`config.mk`:
```
export PLATFORM = sky130hd
export DESIGN_NAME = serial_add_ctrl
export DESIGN_NICKNAME = d
export VERILOG_FILES = /design/src/rtl/serial_add_pkg.sv /design/src/rtl/half_adder.sv /design/src/rtl/serial_fa_slice.sv /design/src/rtl/serial_add_ctrl.sv
export SDC_FILE = /design/constraint.sdc
export NUM_CORES = 1
export LEC_CHECK = 0
export CAP_MARGIN = 20
export CORE_UTILIZATION = 30
export DETAILED_ROUTE_END_ITERATION = 8
export GPL_TIMING_DRIVEN = 0
export REMOVE_ABC_BUFFERS = 1
export SYNTH_ARGS = -nofsm -noshare
export SYNTH_HDL_FRONTEND = slang
export SYNTH_SLANG_ARGS = --single-unit
```
`constraint.sdc`:
```
create_clock -name clk -period 2.2 [get_ports clk]
set_clock_uncertainty 0.15 [all_clocks]
set_input_delay 0.33 -clock clk [delete_from_list [all_inputs] [get_ports clk]]
set_output_delay 0.33 -clock clk [all_outputs]
set_load 0.02 [all_outputs]
```
`src/rtl/serial_add_pkg.sv`:
```
// Shared definitions for the bit-serial adder sequencer.
//   state_t   : controller state encoding (IDLE, RUN, DONE)
//   cnt_width : bit-counter width for a given operand width
package serial_add_pkg;

  typedef enum logic [1:0] {
    IDLE = 2'd0,
    RUN  = 2'd1,
    DONE = 2'd2
  } state_t;

  // Number of bits needed to count 0..w-1; never less than one bit.
  function automatic int unsigned cnt_width(input int unsigned w);
    return (w < 2) ? 1 : $clog2(w);
  endfunction

endpackage

```
`src/rtl/half_adder.sv`:
```
// One-bit half adder.
//   a, b : addend bits
//   s    : sum bit
//   c    : carry bit
module half_adder (
  input  logic a,
  input  logic b,
  output logic s,
  output logic c
);

  assign s = a ^ b;
  assign c = a & b;

endmodule

```
`src/rtl/serial_fa_slice.sv`:
```
// Combinational one-bit full adder: two half adders plus an OR for carry.
//   a, b : operand bits
//   cin  : carry in
//   s    : sum bit
//   co   : carry out
module serial_fa_slice (
  input  logic a,
  input  logic b,
  input  logic cin,
  output logic s,
  output logic co
);

  logic w_s1;
  logic w_c1;
  logic w_c2;

  half_adder u_ha0 (
    .a (a),
    .b (b),
    .s (w_s1),
    .c (w_c1)
  );

  half_adder u_ha1 (
    .a (w_s1),
    .b (cin),
    .s (s),
    .c (w_c2)
  );

  // The two half-adder carries can never both be 1, so OR is exact.
  assign co = w_c1 | w_c2;

endmodule

```
`src/rtl/serial_add_ctrl.sv`:
```
// Bit-serial adder sequencer. One full-adder slice is reused over WIDTH
// cycles, LSB first, with the carry held in a flop between cycles.
//   clk, rst_n : clock, asynchronous active-low reset
//   start      : request, sampled only in IDLE
//   a, b       : operands, captured when start is accepted
//   busy       : high while the add is in progress
//   done       : one-cycle pulse, sum/cout valid
//   sum, cout  : registered result, held until the next completion
module serial_add_ctrl
  import serial_add_pkg::*;
#(
  parameter int unsigned WIDTH = 8
) (
  input  logic             clk,
  input  logic             rst_n,
  input  logic             start,
  input  logic [WIDTH-1:0] a,
  input  logic [WIDTH-1:0] b,
  output logic             busy,
  output logic             done,
  output logic [WIDTH-1:0] sum,
  output logic             cout
);

  localparam int unsigned CNT_W = cnt_width(WIDTH);

  state_t             r_state;
  state_t             w_next;
  logic [WIDTH-1:0]   r_a_sr;
  logic [WIDTH-1:0]   r_b_sr;
  logic [WIDTH-1:0]   r_s_sr;
  logic               r_carry;
  logic [CNT_W-1:0]   r_cnt;
  logic [WIDTH-1:0]   r_sum;
  logic               r_cout;
  logic               w_s_bit;
  logic               w_c_bit;
  logic               w_last;

  serial_fa_slice u_slice (
    .a   (r_a_sr[0]),
    .b   (r_b_sr[0]),
    .cin (r_carry),
    .s   (w_s_bit),
    .co  (w_c_bit)
  );

  assign w_last = (r_cnt == CNT_W'(WIDTH - 1));

  // State register
  always_ff @(posedge clk or negedge rst_n) begin
    if (!rst_n) r_state <= IDLE;
    else        r_state <= w_next;
  end

  // Next-state logic
  always_comb begin
    w_next = r_state;
    unique case (r_state)
      IDLE:    if (start)  w_next = RUN;
      RUN:     if (w_last) w_next = DONE;
      DONE:    w_next = IDLE;
      default: w_next = IDLE;
    endcase
  end

  // Output logic
  always_comb begin
    busy = (r_state == RUN);
    done = (r_state == DONE);
  end

  // Datapath: operand/sum shift registers, carry, counter, result registers
  always_ff @(posedge clk or negedge rst_n) begin
    if (!rst_n) begin
      r_a_sr  <= '0;
      r_b_sr  <= '0;
      r_s_sr  <= '0;
      r_carry <= 1'b0;
      r_cnt   <= '0;
      r_sum   <= '0;
      r_cout  <= 1'b0;
    end else begin
      unique case (r_state)
        IDLE: begin
          if (start) begin
            r_a_sr  <= a;
            r_b_sr  <= b;
            r_carry <= 1'b0;
            r_cnt   <= '0;
          end
        end
        RUN: begin
          r_a_sr  <= {1'b0, r_a_sr[WIDTH-1:1]};
          r_b_sr  <= {1'b0, r_b_sr[WIDTH-1:1]};
          r_s_sr  <= {w_s_bit, r_s_sr[WIDTH-1:1]};
          r_carry <= w_c_bit;
          r_cnt   <= r_cnt + CNT_W'(1);
          // Final bit: publish the assembled word including this cycle's bit.
          if (w_last) begin
            r_sum  <= {w_s_bit, r_s_sr[WIDTH-1:1]};
            r_cout <= w_c_bit;
          end
        end
        default: ;
      endcase
    end
  end

  assign sum  = r_sum;
  assign cout = r_cout;

endmodule

```
=== Word level (Yosys, flattened, before mapping) ===
Cells that the tools add are included.

* Word-level logic and storage cells: 35
* ROM bits: 0
* RAM bits: 0
* Register bits after elaboration: 39
* Output and inout port bits: 11
* Memories kept: 0
* Bits in latches: 0

* Shifts and indexed selects: 0
* Mux-type cells: 11
* Divide/modulo/power cells: 0
* Multiply operators: 0
* Reduce and logical (&&, ||, !) cells: 5
* Bitwise gates (word level): 5
* Add/sub/neg operators: 1
* Equality and inequality tests: 5
* $lt $le $gt $ge: 0

{| class="wikitable"
|+ Operators with widths
! kind !! number
|-
| $pmux W8 S2 || 2
|-
| $mux W8 || 2
|-
| $pmux W3 S2 || 1
|-
| $reduce_and A2 Y1 || 3
|-
| $mux W2 || 2
|-
| $pmux W2 S2 || 1
|-
| $add A3 B1 Y3 const B || 1
|-
| $eq A3 B3 Y1 const B || 1
|-
| $mux W3 || 1
|-
| $and A1 B1 Y1 || 2
|-
| $eq A2 B1 Y1 const B || 1
|-
| $eq A2 B2 Y1 const B || 1
|-
| $logic_not A2 Y1 || 1
|-
| $ne A2 B1 Y1 const B || 1
|-
| $ne A2 B2 Y1 const B || 1
|-
| $pmux W1 S2 || 1
|-
| $reduce_bool A2 Y1 || 1
|-
| $xor A1 B1 Y1 || 2
|-
| $mux W1 || 1
|-
| $or A1 B1 Y1 || 1
|}

=== Longest topological paths before layout ===
Gate-level depths: netlist (run 1).

* Depth after elaboration: 4
* Mapped depth: 5
* Mapped depth without buffers: 4

=== By module ===
A second synthesis (run 1) with hierarchy kept.

* Cells, all modules: 141
* Area total of the unflattened synthesis: 1971.9 um2

{| class="wikitable"
|+ By module, submodules not included
! module !! area each (um2) !! cells an instance !! sequential area each (um2) !! times used
|-
| serial_add_ctrl || 1940.6 || 138 || 950.9 || 1
|-
| half_adder || 12.5 || 1 || 0.0 || 2
|-
| serial_fa_slice || 6.3 || 1 || 0.0 || 1
|}

=== Worst setup path after synthesis (run 1) ===
Ideal clock, no wire load.

* Kind: reg2out
* From: reg r_state[1]
* To: out done
* Setup slack: 0.563 ns
* Cell stages (with the launch flop): 5
* Data arrival time: 1.157 ns
* Path through: dfrtp_1 -> buf_2 -> buf_2 -> buf_4 -> nor2b_1

* Cells in the longest elaborated chain, start to end: 1

{| class="wikitable"
|+ Ends and longest elaborated chain
! item !! line !! source
|-
| start: declaration || serial_add_ctrl.sv:27 || <nowiki>state_t r_state;</nowiki>
|-
| start signal: assignment || serial_add_ctrl.sv:53 || <nowiki>else r_state <= w_next;</nowiki>
|-
| $eq A2 B2 Y1 || serial_add_ctrl.sv:70 || <nowiki>done = (r_state == DONE);</nowiki>
|-
| end: declaration || serial_add_ctrl.sv:20 || <nowiki>output logic done,</nowiki>
|}

No other way between the ends.

=== Worst setup path in the final report (run 1) ===
* From: reg r_state[1]
* To: out busy

* Cells in the longest elaborated chain, start to end: 1

{| class="wikitable"
|+ Ends and longest elaborated chain
! item !! line !! source
|-
| $eq A2 B1 Y1 || serial_add_ctrl.sv:69 || <nowiki>busy = (r_state == RUN);</nowiki>
|-
| end: declaration || serial_add_ctrl.sv:19 || <nowiki>output logic busy,</nowiki>
|}

No other way between the ends.

==> summary.md, run 1 <==
| Metric | Value |
|---|---|
| Outcome | finished, violations left |
| Failing checks | negative hold slack |
| Clock transition at path regs | 0.07 ns |
| Synthesized area | 1720 um^2 |
| Worst setup path startpoint | r_state[1] |
| Hold buffer count at CTS | 0 |
| Critical register-to-register path startpoint | r_cnt[0] |
| Commonest non-fill, non-tap cell in the layout | dfrtp_1 |
| Worst-skew pair later-pin latency | 0.29 ns |
| Synth warn | 0 |
| Yosys top cell area share | 55.4% |
| Via count | 1161 |
| Worst-case clock buffer depth | 2 |
| First-pass GRT wire length | 5.74 mm |
| Drt pass-1 iters | 4 |
| Avg Inst Size Synth | 13.3 um^2 |
| Peak Freq | 472 MHz |
| Most frequent cells in the layout | 36 x dfrtp_1, 27 x clkdlybuf4s50_1, 16 x mux2_1, 9 x nor3b_1 |
| Cell taking the most area after synthesis | dfrtp_1 |
| CTS buffer count | 5 |
| Fin crit period | 2.12 ns |
| Number of global-route vias before repair | 1225 |
| # H-tree levels | 2 |
| Worst Tran Pin Value | 0.840 ns |
| Area post-placement | 2030 um^2 |
| Crit end category | output port |
| Multi-input gate area | 683 um^2 |
| GRT overflow | 0 |
| Largest net degree at the start of global routing | 39 |
| Fraction of layout cells with a size suffix above 1 | 15.4% |
| Fin util | 39.4% |
| Pwr Density | 1360 nW/um^2 |
| Final Wtd Congestion | 0.702 |
| Worst setup SP type | flop |
| Switching share of power | 34.6% |
| Final setup margin | 0.0834 ns |
| Initial core utilization | 31.2% |
| Root Driver | clkbuf_8 |
| Hold slack | -0.00469 ns |
| Dpl ws | -0.721 ns |
| Die ar. | 6030 um^2 |
| Avg WL per Cell | 15.5 um |
| RSZ-0062 raised after global routing | no |
| Hold Fails Final Rpt | 15 |
| CTS tree | built |
| Max VDD drop | 0.000548 V |
| Worst Path Required | 1.72 ns |
| Pint | 1.93 mW |
| All-Layer GR Usage | 12.4% |
| Mapped Cells | 129 |
| Total Wirelength | 3.54 mm |
| Top-level port count | 30 |
| FP Rows | 27 |
| Fill cells | 529 |
| Die Y | 77.7 um |
| # port buffers | 29 |
| Syn-to-layout area delta | 26.3% |
| Max Cap Viol | 0 |
| Min-delay worst type | input pin to async pin |
| First DRT Iteration DRCs | 63 |
| Die Wd | 77.7 um |
| Post-route DRC | 0 |
| Psw | 1.02 mW |
| Antenna viol nets, final | 0 |
| Unique masters post-synth | 25 |
| Core area | 5510 um^2 |
| CP max FO | 16 |
| Flop pwr share | 43.6% |
| Area contributors post-synth | dfrtp_1 55%, mux2_1 10%, o221a_2 4.6% |
| Flops & latches, synth | 38 |
| Register area | 958 um^2 |
| Max-slew violations | 0 |
| Post-Layout Inst Area | 2170 um^2 |
| Part of the power in the clock network | 16.7% |
| Final setup viols | 0 |
| Register area share after synthesis | 55.4% |
| Initial antenna violation count | 0 |
| Rel. slew slack | 44.0% |
| Hpwl dp | 2.19 mm |
| N_diodes | 0 |
| CTS Sinks | 38 |
| Nets | 177 |
| Gate power share | 39.7% |
| Via density | 5.09 |
| Crit path DAT | 1.64 ns |
| Crit Path Category | flop to output port |
| Final Cycle Share | 96.2% |
| Leakage power | 0.902 nW |
[power groups by stage]
stage | clock, mW | sequential [mW] | combinational, mW
2_1_floorplan | 0 | 1.34 | 0.633
3_3_place_gp | 0 | 1.29 | 1.06
3_5_place_dp | 0 | 1.32 | 1.11
4_1_cts | 0.508 | 1.32 | 1.12
5_1_grt | 0.536 | 1.34 | 1.27
6_report | 0.492 | 1.29 | 1.17
[registers in the layout, summed over array words and instances, names as in the netlist]
| name | cells |
|---|---|
| sum | 8 |
| r_b_sr | 8 |
| r_state | 2 |
| r_cnt | 3 |
| r_carry | 1 |
| cout | 1 |
| r_s_sr | 7 |
| r_a_sr | 8 |
[cell families (layout without fill, tap and decap cells)]
| kind of cell | Yosys count | after routing | share of synthesized area (%) |
|---|---|---|---|
| DFF | 38 | 38 | 55.4 |
| and+or+nand+nor | 28 | 28 | 13.9 |
| AOI/OAI and AO/OA | 22 | 22 | 11.5 |
| buffers and inverters | 21 | 48 | 5.54 |
| muxes | 17 | 17 | 11.1 |
| adders and majority gates | 3 | 3 | 2.62 |
[path summary, 6_finish.rpt]
kind	end	slack, ns	cells after the start
max	busy	0.08	3
min	r_s_sr[3]	-0.005	1
max reg2reg	sum[6]	0.34	4
min reg2reg	r_cnt[0]	0.34	1
max in group asynchronous	r_state[1]	1.29	1
min in group clk	r_cnt[0]	0.34	1
[metal layers]
layer	part of all wire, %	track usage, %	wire length (um)
met5	0	0	0
met3	3.5	3.41	125
met1	44	14.1	1540
met2	51	21.4	1820
met4	1.5	5.66	54
[area by class of cell]
type / count / area share (%)
clock buffers: 6 / 3.81
clock inverters: 2 / 0.577
repair buffers: 31 / 14.2
well taps: 72 / 4.15
inverters: 9 / 1.56
flip-flops and latches: 38 / 44.2
multi-input cells: 70 / 31.5
[worst max-delay path, cell delays in order, from the launching register on]
cell	delay [ns]
dfrtp_4	0.57
nand2b_4	0.26
inv_2	0.17
dlygate4sd2_1	0.35
[per-stage QoR]
step	TNS, ns	instances	total power [mW]
after floorplan	0	117	1.98
after global placement	-7.69	218	2.35
after detailed placement	-4.40	218	2.43
after CTS	0	226	2.95
after global routing	0	228	3.15
final	0	228	2.95
[Yosys cell counts (all sizes together)]
cell	number
ha	2
nand3b	1
nor4b	7
mux2i	1
clkbuf	2
a22o	3
nor4bb	2
a21oi	1
o21ba	1
nor2b	1
nor3b	9
dfrtp	38
a211o	2
mux2	16
o221a	7
or4b	7
o21bai	1
fa	1
inv	9
a211oi	7
nand2b	1
buf	10
[what timing repair did]
action,4_1_cts,5_1_grt
gates cloned,0,0
pin swaps,0,0
gates resized for setup,7,1
setup buffers,0,2
endpoints found under the setup margin,27,7
Note: power is estimated with default switching activity, not from simulation.
==> inputs of run 2 (changes only) <==
ABC_CLOCK_PERIOD_IN_PS = 2200   (was not set)
==> results of run 2 <==
Same layout as run 1: the final DEF is identical, and so are final timing and power.
==> inputs of run 3 (changes only) <==
--- a/config.mk
+++ b/config.mk
@@ -7,2 +7,3 @@
 export LEC_CHECK = 0
+export ABC_AREA = 1
 export ABC_CLOCK_PERIOD_IN_PS = 2200
--- a/constraint.sdc
+++ b/constraint.sdc
@@ -4,2 +4,2 @@
 set_output_delay 0.33 -clock clk [all_outputs]
-set_load 0.02 [all_outputs]
+set_load 0.05 [all_outputs]
==> summary.md, run 3 <==
| Metric | Value |
|---|---|
| Drt pass-1 iters | 4 (unchanged) |
| Avg Inst Size Synth | 8.34 um^2 (-37%) |
| Yosys top cell area share | 52.5% (-2.8 points) |
| Nets | 266 (+50%) |
| # H-tree levels | 2 (unchanged) |
| First-pass GRT wire length | 5.75 mm (+0.24%) |
| Total Wirelength | 3.30 mm (-6.7%) |
| Via count | 1346 (+16%) |
| Mapped Cells | 217 (+68%) |
| Initial antenna violation count | 0 (unchanged) |
| Critical register-to-register path startpoint | r_state[1] |
| Number of global-route vias before repair | 1304 (+6.4%) |
| N_diodes | 0 (unchanged) |
| Psw | 1.45 mW (+43%) |
| Cell taking the most area after synthesis | dfrtp_1 |
| Worst-case reg-to-reg path depth | 5 (+1) |
| Initial core utilization | 31.9% (+0.70 points) |
| Largest family of logic cells by synthesized area | simple AND/OR/NAND/NOR gates |
| CTS buffer count | 5 (unchanged) |
| Hold Fails Final Rpt | 30 (+15) |
| Worst setup SP type | flop |
| Post-CTS Setup Bufs | 0 (unchanged) |
| Mux contribution to synthesized area | 0% (-11 points) |
| Die Wd | 79.7 um (+2.6%) |
| Hpwl dp | 2.13 mm (-2.5%) |
| Post-CTS sizing | 4 (-3) |
| Min-delay worst type | input pin to async pin |
| Crit path capture | done |
| Hold buffer count at CTS | 0 (unchanged) |
| CP bufs+invs | 2 (unchanged) |
| Outcome | finished, violations left |
| Syn-to-layout area delta | 22.1% |
| GRT overflow | 0 (unchanged) |
| Final setup viols | 0 (unchanged) |
| FP Rows | 27 (unchanged) |
| Synth Area in XOR/XNOR | 0% (unchanged) |
| Switching share of power | 44.2% (+9.6 points) |
| Area contributors post-synth | dfrtp_1 53%, nand2_1 14%, inv_1 8.1% |
| Synth Area in Adders | 2.49% (-0.13 points) |
| Post-synth EDFFs | 0 (unchanged) |
| CTS Sinks | 38 (unchanged) |
| # port buffers | 29 (unchanged) |
| Die Y | 79.7 um (+2.6%) |
| Setup TNS | 0 ns (unchanged) |
| R2r endpoint | r_a_sr[6] |
| Rel. slew slack | 45.1% (+1.1 points) |
| CP cell instances | inv_2 -> nor2_1 -> dlygate4sd2_1 |
| Root Driver | clkbuf_8 |
| Simple-Gate Fraction of Synth Area | 25.0% (+11 points) |
| Flops & latches, synth | 38 (unchanged) |
| Synth cell count leaders | 69 x nand2_1, 39 x inv_1, 38 x dfrtp_1 |
| Pwr Density | 1490 nW/um^2 (+9.4%) |
| Crit path DAT | 1.54 ns (-0.10 ns) |
| Count leader, synth | nand2_1 |
| Final Wtd Congestion | 0.689 (-1.8%) |
| Flop pwr share | 38.2% (-5.4 points) |
| Failing checks | negative hold slack |
| Die ar. | 6350 um^2 (+5.3%) |
| Max Cap Viol | 0 (unchanged) |
| Worst Tran Pin Value | 0.824 ns (-0.0163 ns) |
| Max-slew violations | 0 (unchanged) |
| Worst-skew pair later-pin latency | 0.29 ns (about the same) |
| Top FF cell, synth | dfrtp_1 |
| Peak Freq | 495 MHz (+4.7%) |
| Unique masters post-synth | 20 (-20%) |
| Top-level port count | 30 (unchanged) |
| CP max-delay cell | dlygate4sd2_1 |
| Register area | 952 um^2 (-0.65%) |
| RSZ-0062 raised after global routing | no |
| Fill cells | 581 (+9.8%) |
| Hold slack | -0.0139 ns (-0.00921 ns) |
| Final non-filler cell total | 317 (+39%) |
| Commonest non-fill, non-tap cell in the layout | nand2_1 |
| Pint | 1.83 mW (-4.9%) |
| Synth warn | 0 (unchanged) |
| Critical path depth | 3 (unchanged) |
| Part of the power in the clock network | 15.0% (-1.7 points) |
| Crit Path Category | flop to output port |
| Antenna viol nets, final | 0 (unchanged) |
| Gate power share | 46.9% (+7.2 points) |
| Worst Path Required | 1.72 ns (about the same) |
| Fraction of layout cells with a size suffix above 1 | 10.6% (-4.8 points) |
| Avg WL per Cell | 10.4 um (-33%) |
| Placed Cells | 309 (+42%) |
| Largest net degree at the start of global routing | 39 (unchanged) |
| Asr flop ratio synth | 100% (unchanged) |
| Fin crit period | 2.02 ns (-0.0946 ns) |
| Worst setup path startpoint | r_state[1] |
| CTS tree | built |
| Post-route DRC | 0 (unchanged) |
| Via density | 4.25 (-17%) |
| Clock transition at path regs | 0.07 ns (about the same) |
| Synthesized area | 1810 um^2 (+5.4%) |
| All-Layer GR Usage | 11.8% (-0.55 points) |
| Final Cycle Share | 91.9% (-4.3 points) |
| Register area share after synthesis | 52.5% (-2.8 points) |
| Crit end category | output port |
| Critical path's top delay family | buffers and inverters |
| Worst-case clock buffer depth | 2 (unchanged) |
| Max VDD drop | 0.000486 V (-11%) |
| Synth Area in Compound Gates | 8.09% (-3.4 points) |
| Leakage power | 1.16 nW (+28%) |
| R2r setup slk | 0.24 ns (-0.10 ns) |
| First DRT Iteration DRCs | 101 (+60%) |
| Max stage delay on crit path | 0.54 ns (-0.03 ns) |
| Multi-input gate area | 644 um^2 (-5.7%) |
| CP max FO | 19 (+3) |
| Most frequent cells in the layout | 69 x nand2_1, 39 x inv_1, 37 x dfrtp_1, 29 x nand3_1, 26 x clkdlybuf4s50_1 |
| Core area | 5680 um^2 (+3.1%) |
[run 3: cell count changes in the layout (fill, tap and decap cells not counted), moves of 7 or more]
cell | before | now
nor3b_1 | 9 | 0
o21ai_2 | 0 | 8
or4b_1 | 7 | 0
inv_1 | 7 | 39
o221a_2 | 7 | 0
a211oi_1 | 7 | 0
nor4b_1 | 7 | 0
mux2_1 | 16 | 0
nand2_1 | 0 | 69
nand3_1 | 0 | 29
o21ai_1 | 0 | 8
[run 3: worst register-to-register path, stage by stage, from the launching register on]
cell     delay [ns]
dfrtp_1        0.42
inv_2          0.29
nand2_2        0.42
nand2_2        0.40
nand3_1        0.13
nand2_1        0.08
[run 3: power by group through the flow]
| stage | Sequential [mW] | Combinational, mW | Clock [mW] |
|---|---|---|---|
| 2_1_floorplan | 1.51 | 0.881 | 0 |
| 3_3_place_gp | 1.26 | 1.55 | 0 |
| 3_5_place_dp | 1.27 | 1.57 | 0 |
| 4_1_cts | 1.26 | 1.58 | 0.505 |
| 5_1_grt | 1.30 | 1.74 | 0.528 |
| 6_report | 1.25 | 1.54 | 0.492 |
[run 3: through the flow]
step           total power, mW  setup WS [ns]  util (%)  instance area (um^2)
3_5_place_dp              2.84         -0.173      37.4                  2120
4_1_cts                   3.34         0.0205      39.0                  2220
5_1_grt                   3.57         0.0311      39.0                  2210
3_3_place_gp              2.81         -0.275      37.5                  2130
6_report                  3.29          0.178      39.0                  2210
2_1_floorplan             2.39          0.447         -                  1750
[run 3: cell families (layout without fill, tap and decap cells)]
group                      count (synthesis)  after routing
and+or+nand+nor                          105            105
buffers and inverters                     50             78
adders and majority gates                  3              3
AOI/OAI and AO/OA                         21             21
DFF                                       38             38
[run 3: how the worst min path moves through the flow]
stage / from / end / slack, ns
after floorplan: rst_n / cout / -0.12
after global placement: r_cnt[1] / r_cnt[1] / 0.31
after detailed placement: r_s_sr[1] / sum[0] / 0.31
after CTS: rst_n / sum[4] / 0.02
after global routing: rst_n / sum[4] / 0.05
final: rst_n / sum[2] / -0.01
[run 3: cell type report]
cell class | count | share of cell area (%)
flip-flops and latches | 38 | 43.1
multi-input cells | 129 | 29.1
repair buffers | 29 | 12.6
inverters | 41 | 6.96
well taps | 72 | 4.07
clock buffers | 7 | 3.90
clock inverters | 1 | 0.226
[run 3: per-layer routing]
metal	vias up	share of wire [%]	global-route usage [%]	routed length, um
met1	604	49	15.2	1620
li1	708	-	-	-
met4	0	2.1	5.45	68
met2	28	45	18.2	1480
met5	-	0	0	0
met3	6	4.3	3.43	141
